$ cat config.mk
export PLATFORM = sky130hd
export DESIGN_NAME = math_seq
export DESIGN_NICKNAME = d
export VERILOG_FILES = /design/src/rtl/math_seq.sv
export SDC_FILE = /design/constraint.sdc
export NUM_CORES = 1
export LEC_CHECK = 0
export CORE_MARGIN = 8
export CORE_UTILIZATION = 40
export DETAILED_ROUTE_END_ITERATION = 8
export PLACE_DENSITY = 0.56
export SLEW_MARGIN = 20
export SYNTH_ARGS = -nofsm -noshare
export SYNTH_HDL_FRONTEND = slang
export SYNTH_SLANG_ARGS = --single-unit
$ cat constraint.sdc
create_clock -name clk -period 3.88 [get_ports clk]
set_input_delay 0.388 -clock clk [delete_from_list [all_inputs] [get_ports clk]]
set_output_delay 0.388 -clock clk [all_outputs]
set_load 0.01 [all_outputs]
$ cat src/rtl/math_seq.sv
// math_seq: sequential unsigned multiplier (shift-add) and restoring divider,
// one algorithm step per cycle over W cycles.
module math_seq #(
  parameter int W = 8
) (
  input  logic           clk,
  input  logic           rst,
  input  logic           start,
  input  logic           op,
  input  logic [W-1:0]   a,
  input  logic [W-1:0]   b,
  output logic           busy,
  output logic           done,
  output logic [2*W-1:0] prod,
  output logic [W-1:0]   quot,
  output logic [W-1:0]   rem,
  output logic           div0
);
  localparam int CW = $clog2(W);
  typedef enum logic [1:0] {IDLE, RUN, DONE} state_t;
  state_t         r_state;
  logic [CW-1:0]  r_cnt;
  logic           r_op;
  logic [W-1:0]   r_b;
  logic [2*W-1:0] r_mc;
  logic [W-1:0]   r_mb;
  logic [2*W-1:0] r_acc;
  logic [W:0]     r_pr;
  logic [W-1:0]   r_q;
  logic           r_busy, r_done, r_div0;
  logic [2*W-1:0] r_prod;
  logic [W-1:0]   r_quot, r_rem;
  logic [2*W-1:0] w_acc_n;
  logic [W:0]     w_sh;
  logic [W+1:0]   w_sub;
  logic           w_neg;
  logic [W:0]     w_pr_n;
  logic [W-1:0]   w_q_n;
  logic           w_last;
  always_comb begin
    w_acc_n = r_mb[0] ? r_acc + r_mc : r_acc;
    w_sh    = {r_pr[W-1:0], r_q[W-1]};
    w_sub   = {1'b0, w_sh} - {2'b0, r_b};
    w_neg   = w_sub[W+1];
    w_pr_n  = w_neg ? w_sh : w_sub[W:0];
    w_q_n   = {r_q[W-2:0], ~w_neg};
    w_last  = r_cnt == CW'(W-1);
  end
  // A zero divisor never borrows, so the quotient fills with ones and the
  // dividend shifts intact into the remainder without any special case.
  always_ff @(posedge clk) begin
    if (rst) begin
      r_state <= IDLE;
      r_cnt   <= '0;
      r_op    <= 1'b0;
      r_b     <= '0;
      r_mc    <= '0;
      r_mb    <= '0;
      r_acc   <= '0;
      r_pr    <= '0;
      r_q     <= '0;
      r_busy  <= 1'b0;
      r_done  <= 1'b0;
      r_prod  <= '0;
      r_quot  <= '0;
      r_rem   <= '0;
      r_div0  <= 1'b0;
    end else if (r_state != RUN && start) begin
      r_state <= RUN;
      r_cnt   <= '0;
      r_op    <= op;
      r_b     <= b;
      r_mc    <= {{W{1'b0}}, a};
      r_mb    <= b;
      r_acc   <= '0;
      r_pr    <= '0;
      r_q     <= a;
      r_busy  <= 1'b1;
      r_done  <= 1'b0;
    end else if (r_state == RUN) begin
      r_cnt <= r_cnt + 1'b1;
      r_mc  <= r_mc << 1;
      r_mb  <= r_mb >> 1;
      r_acc <= w_acc_n;
      r_pr  <= w_pr_n;
      r_q   <= w_q_n;
      if (w_last) begin
        r_state <= DONE;
        r_busy  <= 1'b0;
        r_done  <= 1'b1;
        if (r_op) begin
          r_quot <= w_q_n;
          r_rem  <= w_pr_n[W-1:0];
          r_div0 <= r_b == '0;
        end else begin
          r_prod <= w_acc_n;
        end
      end
    end else if (r_state == DONE) begin
      r_state <= IDLE;
      r_done  <= 1'b0;
    end
  end
  assign busy = r_busy;
  assign done = r_done;
  assign prod = r_prod;
  assign quot = r_quot;
  assign rem  = r_rem;
  assign div0 = r_div0;
endmodule

# Word-level counts from Yosys, hierarchy flattened
# Cells that the tools add are included.
[classes] add_sub_neg=3 eq_ne=6 n_mux=18 bitwise=3 n_reduce_logical=12
[ops] operator="2-to-1 mux 8 bit" count=7
[ops] operator="adder 16 bit" count=1
[ops] operator="2-to-1 mux 16 bit" count=1
[ops] operator="subtractor 9 x 8 -> 10 bit" count=1
[ops] operator="logical NOT 8 bit" count=1
[ops] operator="AND reduction 4 bit" count=2
[ops] operator="2-to-1 mux 1 bit" count=7
[ops] operator="2-to-1 mux 2 bit" count=3
[ops] operator="AND reduction 2 bit" count=3
[ops] operator="nonzero test 2 bit" count=3
[ops] operator="adder 3 x 1 -> 3 bit, second input constant" count=1
[ops] operator="== test 3 bit, second input constant" count=1
[ops] operator="!= test 3 bit, second input constant" count=1
[ops] operator="inverter 1 bit" count=3
[ops] operator="nonzero test 3 bit" count=1
[ops] operator="== test 2 x 1 -> 1 bit, second input constant" count=1
[ops] operator="== test 2 bit, second input constant" count=1
[ops] operator="!= test 2 x 1 -> 1 bit, second input constant" count=1
[ops] operator="!= test 2 bit, second input constant" count=1
[ops] operator="OR reduction 2 bit" count=1
[ops] operator="logical AND 1 bit" count=1
[word_totals] register_bits=105 input_bits=20 out_inout_bits=35

# Depth between registers and ports, before layout
# Gate-level depths: netlist of run 1.
[logic_depth] ltp_word=4 depth_mapped=10 ltp_nobuf=10

# Worst setup path before layout of run 1
# No wires, ideal clock.
[synth_path] path_kind="reg-to-reg" startpoint="reg r_mc[0]" endpoint="reg r_prod[12] (netlist: prod[12])" arrival_ns=2.355 setup_slack_ns=1.439 path_stages_with_launch=10 synth_period_minus_slack_ns=2.441 cell_sequence="dfxtp_1 > ha_1 > fa_1 > a21o_2 > a221oi_1 > o211a_1 > nor3_1 > xor2_1 > mux2i_1 > a211oi_1"
[synth_between] elab_chain_cells=2
[synth_lines] item="start, declared" line="25" text="logic [2*W-1:0] r_mc;"
[synth_lines] item="start signal, assigned" line="73" text="r_mc <= {{W{1'b0}}, a};"
[synth_lines] item="start signal, assigned" line="82" text="r_mc <= r_mc << 1;"
[synth_lines] item="adder 16 bit" line="41" text="w_acc_n = r_mb[0] ? r_acc + r_mc : r_acc;"
[synth_lines] item="2-to-1 mux 16 bit" line="41"
[synth_lines] item="end signal, assigned" line="96" text="r_prod <= w_acc_n;"
[synth_lines] item="end, declared" line="31" text="logic [2*W-1:0] r_prod;"
# No other way between the ends.
# A chain may end at the register's enable or synchronous reset.

# Worst setup path in the final report of run 1
# Ends and elaborated chain as after synthesis.

==> results of run 1 <==
power by group through the flow:
stage	registers [mW]	clock network, mW	logic (mW)
global placement	1.16	0	0.348
detailed placement	1.16	0	0.353
finish	1.14	0.945	0.355
floorplan	1.15	0	0.271
global route	1.15	0.995	0.393
CTS	1.14	0.958	0.355
worst max-delay path, cell delays in order (launching register included):
cell,delay [ns]
dfxtp_1,0.33
ha_1,0.25
fa_1,0.41
a21o_2,0.24
a221oi_1,0.67
o211a_1,0.27
nor3_1,0.06
xor2_1,0.19
mux2i_1,0.10
a211oi_1,0.23
through the flow:
stage,power [mW],hold WS (ns)
3_3_place_gp,1.51,0.441
4_1_cts,2.45,0.457
2_1_floorplan,1.42,0.432
5_1_grt,2.53,0.482
3_5_place_dp,1.52,0.448
6_report,2.44,0.456
final cells by class:
class,instances,area share (%)
Clock buffer,9,3.67
Clock inverter,7,1.24
Inverter,13,0.794
Multi-Input combinational cell,471,47.1
Sequential cell,104,33.9
Tap cell,172,3.50
Timing Repair Buffer,63,9.81
sequential cells by signal (all words and copies together), names as in the netlist, 3 cells and up:
signal,cells
r_mb,8
quot,8
rem,8
r_cnt,3
prod,16
r_q,8
r_mc,16
r_b,8
r_acc,16
r_pr,8
cells by family (layout without fill, tap and decap cells):
family                   count (synthesis)  in the layout  share of synthesized area, %
multiplexers                            26             26                          5.00
AND/OR/NAND/NOR                        223            223                          18.7
AO/OA/AOI/OAI                          180            180                          22.5
XOR/XNOR                                15             15                          2.52
adder cells (fa/ha/maj)                 27             27                          6.78
buffers and inverters                   51             92                          4.52
flip-flops                             104            104                          40.0
path summary, 6_finish.rpt:
path | to | cells past startpoint | from | slack (ns)
max | prod[12] | 9 | r_mc[0] | 1.05
min | rem[1] | 2 | rem[1] | 0.46
max reg2reg | prod[12] | 9 | r_mc[0] | 1.05
min reg2reg | rem[1] | 2 | rem[1] | 0.46
metal layers:
metal,vias up,track usage [%],share of wire [%]
li1,2278,-,-
met1,2010,21.8,51
met2,94,24.0,42
met3,9,4.20,6.1
met4,0,5.05,1.2
met5,-,0,0
cells in the final DEF (no fill, tap or decap), types with 4 or more instances in the layout:
cell and instances:
o211ai_1 4, a311oi_1 8, inv_1 13, dfxtp_1 104
ha_1 25, nand2_1 95, xor2_1 8, nand3_1 10
nor2_1 69, or3_1 4, buf_4 9, xnor2_1 7
nor2b_1 5, nor3_1 8, nand2b_1 12, o21ai_0 20
clkbuf_16 9, o21a_1 5, a21oi_1 75, mux2i_1 26
a21o_1 4, a211oi_1 37, clkdlybuf4s50_1 53
==> impl_metrics.ini, run 1 <==
[outcome]
outcome = finished clean

[clocking]
cts_tree = yes
htreeDepth = 3
cts-root-buf = clkbuf_16
clk_pin_slew_ns = 0.07
clkSinkCount = 104
cts_setup_buffers = 0
cts_buffer_depth = 2
insertion_delay_ns = 0.36
ctsResizeCount = 0
cts_hold_buffers = 0
cts_made_buffers = 9

[routing]
first_pass_iters = 4
avgViaCountPerCell = 5.23
vias = 4391
antenna_left = 0
drt_iter0_markers = 288
wl_um = 13200
drc = 0
routedWlPerCell_um = 15.7

[place]
place_area_mm2 = 0.00584
gp_congestion = 0.865
hpwl_um = 9340
place_ws_ns = 1.10
dp.cells = 823
port_buffers = 54

[timing]
setup_violations = 0
max_freq_mhz = 353
relSlewSlack_pct = 48.2
tightest_slew_ns = 0.778
final.period_utilization_pct = 73.0
grt_setup_unrepaired = false
drv_slew = 0
setup_slack_ns = 1.05
final.setup_skew_ns = 0.00717
hold_viol = 0
timing.setup.tns_ns = 0
period_needed_ns = 2.83

[synthesis]
synth_nets = 673
synth-edff-count = 0
synthTopCellsByCount = dfxtp_1, nand2_1, a21oi_1, nor2_1, a211oi_1
netlist.area_leader.share_pct = 40.0
ys_seq_elements = 104
yosysTopAreaCell = dfxtp_1
syn_inst = 626
synth_cell_type_count = 59
seq_area_frac_synth_pct = 40.0
synth.avg_cell_area_um2 = 8.32
yosys-top-cells-area = dfxtp_1, a21oi_1, nand2_1
synth_ff_type = dfxtp_1
ys_warn_count = 0
mappedNetlistArea_mm2 = 0.00521
synth_most_common_cell = dfxtp_1
synthArstFlopShare_pct = 0

[run]
max-cap-violations = 0

[power_and_ir_drop]
powerDensity_mw_per_mm2 = 397
p_leak_nw = 2.24
p_sw_share_pct = 28.1
seqPwrFrac_pct = 46.7
combPwrFrac_pct = 14.5
intPower_mw = 1.75
switching_power_mw = 0.687
pwr-share-clk_pct = 38.7
vdd_drop_max_uv = 202

[floorplan]
placementRows = 41
initial_core_util_pct = 41.1
ios = 55
die_w_um = 130
die_h_um = 130
core-area_mm2 = 0.0127
die-area_mm2 = 0.0169

[setup_path]
crit_path_max_fanout = 5
critical_path_required_ns = 4.16
start_kind = flop
worstSetupEndpointType = flop
crit_type = reg -> reg
cp_data_arrival_time_ns = 3.11

[global_route]
grt_pass1_vias = 4237
grt_pass1_wl_um = 21400
antenna_found_initial = 0
overflow = 0
grt_usage_pct = 16.0
grt_max_degree = 54

[final_layout]
nFillCells = 1267
area_delta_synth_final_pct = 18.0
num_antenna_cells = 0
fin_area_mm2 = 0.00614
finalNonFillerCells = 839
utilization_pct = 48.5
drive_gt1_share_pct = 6.00
nets = 709
multiInputGateArea_mm2 = 0.00289
seqCellArea_mm2 = 0.00208

[min_path]
hold_class = reg -> reg
(Power assumes the default switching activity.)
==> run 2: changes to the inputs <==
==> constraint.sdc (replaced) <==
create_clock -name clk -period 3 [get_ports clk]
set_input_delay 0.3 -clock clk [delete_from_list [all_inputs] [get_ports clk]]
set_output_delay 0.3 -clock clk [all_outputs]
set_load 0.01 [all_outputs]
==> impl_metrics.ini, run 2 (same netlist as run 1, synthesis figures left out) <==
[setup_path]
r2r-start = r_mc[0]
start_kind = flop
path_cells = ha_1 -> fa_1 -> a21o_2 -> a221oi_1 -> buf_4 -> o21bai_1 -> a21oi_1 -> xnor2_1 -> mux2i_1 -> a211oi_1
slowest_stage = fa_1
critical_path_required_ns = 3.27
crit_path_max_incr_delay_ns = 0.41
cp-startpoint = r_mc[0]
crit_path_max_fanout = 5
endpoint = prod[8]
worstSetupEndpointType = flop
r2r_slack_ns = 0.52
cp_data_arrival_time_ns = 2.74
crit_type = reg -> reg
reg2reg_depth = 10
timing.rr.end = prod[8]

[clocking]
cts_hold_buffers = 0
cts_made_buffers = 9
clk_pin_slew_ns = 0.07
cts-root-buf = clkbuf_16
cts_setup_buffers = 0
cts_buffer_depth = 2
cts_tree = yes
clkSinkCount = 104
insertion_delay_ns = 0.35
ctsResizeCount = 0
htreeDepth = 3

[routing]
vias = 4427
wl_um = 12900
first_pass_iters = 4
drc = 0
antenna_left = 0
avgViaCountPerCell = 5.26
drt_iter0_markers = 317
routedWlPerCell_um = 15.3

[global_route]
grt_pass1_vias = 4256
overflow = 0
antenna_found_initial = 0
grt_usage_pct = 15.9
grt_max_degree = 47
grt_pass1_wl_um = 21500

[min_path]
hold_class = in -> reg
hp-start = rst

[timing]
max_freq_mhz = 404
relSlewSlack_pct = 56.3
tightest_slew_ns = 0.654
grt_setup_unrepaired = false
hold_viol = 0
final.setup_skew_ns = 0.00779
holdWs_ns = 0.418
timing.setup.tns_ns = 0
setup_violations = 0
drv_slew = 0
final.period_utilization_pct = 82.6
period_needed_ns = 2.48

[power_and_ir_drop]
p_leak_nw = 2.25
powerDensity_mw_per_mm2 = 502
vdd_drop_max_uv = 245

[run]
max-cap-violations = 0

[final_layout]
nets = 713
multiInputGateArea_mm2 = 0.00289
final_cell_mix = dfxtp_1, nand2_1, a21oi_1
final_common_cell = dfxtp_1
seqCellArea_mm2 = 0.00208
nFillCells = 1240
area_delta_synth_final_pct = 18.3
drive_gt1_share_pct = 6.27
num_antenna_cells = 0
utilization_pct = 48.6

[floorplan]
placementRows = 41
ios = 55
die_w_um = 130
core-area_mm2 = 0.0127
initial_core_util_pct = 41.1
die-area_mm2 = 0.0169
die_h_um = 130

[place]
hpwl_um = 9260
port_buffers = 54
gp_congestion = 0.876

[outcome]
outcome = finished clean
## run 2: cell types whose count changed in the layout (fill, tap and decap cells not counted), sizes merged
cell | previous run | this run
buf | 10 | 14
inv | 16 | 13
clkbuf | 9 | 10
clkinv | 1 | 2
## run 2: how the worst min path moves through the flow
stage	endpoint	slack, ns	cells after the start
after floorplan	quot[1]	0.43	2
after global placement	rem[7]	0.44	2
after detailed placement	rem[0]	0.45	2
after CTS	prod[2]	0.41	2
after global routing	prod[7]	0.45	2
final	prod[2]	0.42	2
## run 2: report_power, final
group | leakage (nW) | switching [mW] | internal [mW]
registers | 0.846 | 0.0462 | 1.43
clock network | 0.135 | 0.520 | 0.643
logic | 1.27 | 0.269 | 0.187
total | 2.25 | 0.836 | 2.26
## run 2: critical path: cells and delay by family (launching register included)
family / cells / cell delay [ns]
muxes: 1 / 0.10
DFF: 1 / 0.33
adders and majority gates: 2 / 0.66
buffers and inverters: 1 / 0.19
xor gates and xnor gates: 1 / 0.16
AOI/OAI and AO/OA: 5 / 0.94
## run 2: metrics by stage
stage / instance area [µm²] / std cells / setup slack [ns] / total power, mW
after floorplan: 5210 / 626 / 0.559 / 1.84
after global placement: 5870 / 827 / 0.570 / 1.95
after detailed placement: 5870 / 827 / 0.536 / 1.96
after CTS: 6160 / 842 / 0.518 / 3.13
after global routing: 6160 / 842 / 0.315 / 3.23
final: 6160 / 842 / 0.523 / 3.09
## run 2: metal layers
metal / track usage (%) / vias up / wire, µm
li1: - / 2287 / -
met1: 22.5 / 2037 / 6580
met2: 22.6 / 86 / 5370
met3: 3.02 / 17 / 686
met4: 7.38 / 0 / 254
met5: 0 / - / 0
## run 2: area by class of cell
type | count | share of cell area [%]
flip-flops and latches | 104 | 33.8
inverters | 13 | 0.792
multi-input cells | 471 | 47.0
clock buffers | 10 | 3.72
well taps | 172 | 3.49
repair buffers | 67 | 10.3
clock inverters | 5 | 0.955
==> run 3: changes to the inputs <==
==> constraint.sdc (replaced) <==
create_clock -name clk -period 2.4 [get_ports clk]
set_input_delay 0.24 -clock clk [delete_from_list [all_inputs] [get_ports clk]]
set_output_delay 0.24 -clock clk [all_outputs]
set_load 0.01 [all_outputs]
==> impl_metrics.ini, run 3 (same netlist as run 1, synthesis figures left out) <==
[outcome]
outcome = finished clean

[timing]
drv_slew = 0
holdWs_ns = 0.361
max_freq_mhz = 424
hold_viol = 0
setup_violations = 0
relSlewSlack_pct = 54.6
grt_setup_unrepaired = true
final.period_utilization_pct = 98.4
setup_slack_ns = 0.0393
period_needed_ns = 2.36
tightest_slew_ns = 0.679
final.setup_skew_ns = 0.00584

[floorplan]
die-area_mm2 = 0.0169
die_h_um = 130
initial_core_util_pct = 41.1
ios = 55
placementRows = 41
die_w_um = 130
core-area_mm2 = 0.0127

[place]
place_ws_ns = 0.0224
hpwl_um = 9570
port_buffers = 54
place_area_mm2 = 0.00595
gp_congestion = 0.858

[setup_path]
r2r-start = r_mc[1]
reg2reg_depth = 8
worstSetupEndpointType = flop
cp_data_arrival_time_ns = 2.64
cp-startpoint = r_mc[1]
crit_path_max_fanout = 4
start_kind = flop
r2r_slack_ns = 0.04
critical_path_required_ns = 2.68
endpoint = r_acc[15]
crit_type = reg -> reg
timing.rr.end = r_acc[15]

[final_layout]
drive_gt1_share_pct = 9.56
num_antenna_cells = 0
final_cell_mix = dfxtp_1, nand2_1, a21oi_1
nets = 722
fin_area_mm2 = 0.00634
nFillCells = 1242
final_common_cell = dfxtp_1
area_delta_synth_final_pct = 21.8

[power_and_ir_drop]
vdd_drop_max_uv = 383
p_leak_nw = 2.31
powerDensity_mw_per_mm2 = 623

[global_route]
antenna_found_initial = 0
met3_usage_pct = 2.94
grt_pass1_wl_um = 21700
busiest_layer = met2
use_met1_pct = 22.0
grt_usage_pct = 16.2
grt_pass1_vias = 4235
grt_max_degree = 45
use_met2_pct = 24.9
overflow = 0

[clocking]
insertion_delay_ns = 0.35
clk_pin_slew_ns = 0.06
htreeDepth = 3
cts-root-buf = clkbuf_16
cts_buffer_depth = 2
clkSinkCount = 104
cts_tree = yes
cts_made_buffers = 9
cts_hold_buffers = 0

[routing]
avgViaCountPerCell = 5.25
wl_um = 13400
drt_iter0_markers = 323
first_pass_iters = 4
vias = 4471
routedWlPerCell_um = 15.7
antenna_left = 0
drc = 0

[min_path]
hold_class = in -> reg

[run]
max-cap-violations = 0
[run 3: report_power, final]
group          switching [mW]  leakage [nW]  internal (mW)  total, mW
clock                   0.625         0.150          0.863       1.49
sequential             0.0505         0.848           1.79       1.84
combinational           0.363          1.32          0.263      0.626
total                    1.04          2.31           2.91       3.95
[run 3: worst max-delay path, stage by stage (launching register included)]
cell and delay [ns]:
dfxtp_2 0.35, ha_1 0.33, a211oi_2 0.28, o21bai_4 0.12
o22ai_4 0.24, o31ai_2 0.13, o21a_1 0.21, or4_1 0.47
a21oi_1 0.16
[run 3: worst min path at each step]
| stage | depth (start not counted) | endpoint | slack (ns) | start |
|---|---|---|---|---|
| after global routing | 2 | r_state[0] | 0.40 | rst |
| after floorplan | 2 | r_b[2] | 0.38 | b[2] |
| after detailed placement | 2 | rem[0] | 0.45 | rem[0] |
| after global placement | 2 | rem[0] | 0.44 | rem[0] |
| final | 2 | r_state[0] | 0.36 | rst |
| after CTS | 2 | r_state[0] | 0.36 | rst |
[run 3: final cells by class]
class                   instances  area (µm²)  area share [%]
repair buffers                 76         713            11.2
clock inverters                 3        40.0           0.632
well taps                     172         215            3.39
multi-input cells             471        2980            46.9
clock buffers                  13         260            4.10
inverters                      13        48.8           0.770
flip-flops and latches        104        2090            32.9
[run 3: through the flow]
step	setup TNS (ns)	utilization, %	power, mW	std cells
after CTS	0	49.4	3.98	851
after detailed placement	0	46.9	2.48	834
final	0	50.0	3.95	852
after floorplan	0	-	2.30	626
after global routing	-0.103	50.0	4.15	852
after global placement	0	46.9	2.47	834
[run 3: routing by layer]
metal  part of all wire (%)  wire length [µm]
met3                    4.1               551
met4                    1.5               204
met5                      0                 0
met2                     45              5980
met1                     50              6620
[run 3: timing repair]
| action | 4_1_cts | 5_1_grt |
|---|---|---|
| gates resized for setup | 1 | 15 |
| cloned | 0 | 0 |
| setup endpoints to repair | 2 | 15 |
| pin swaps | 1 | 6 |
| buffers inserted | 1 | 1 |
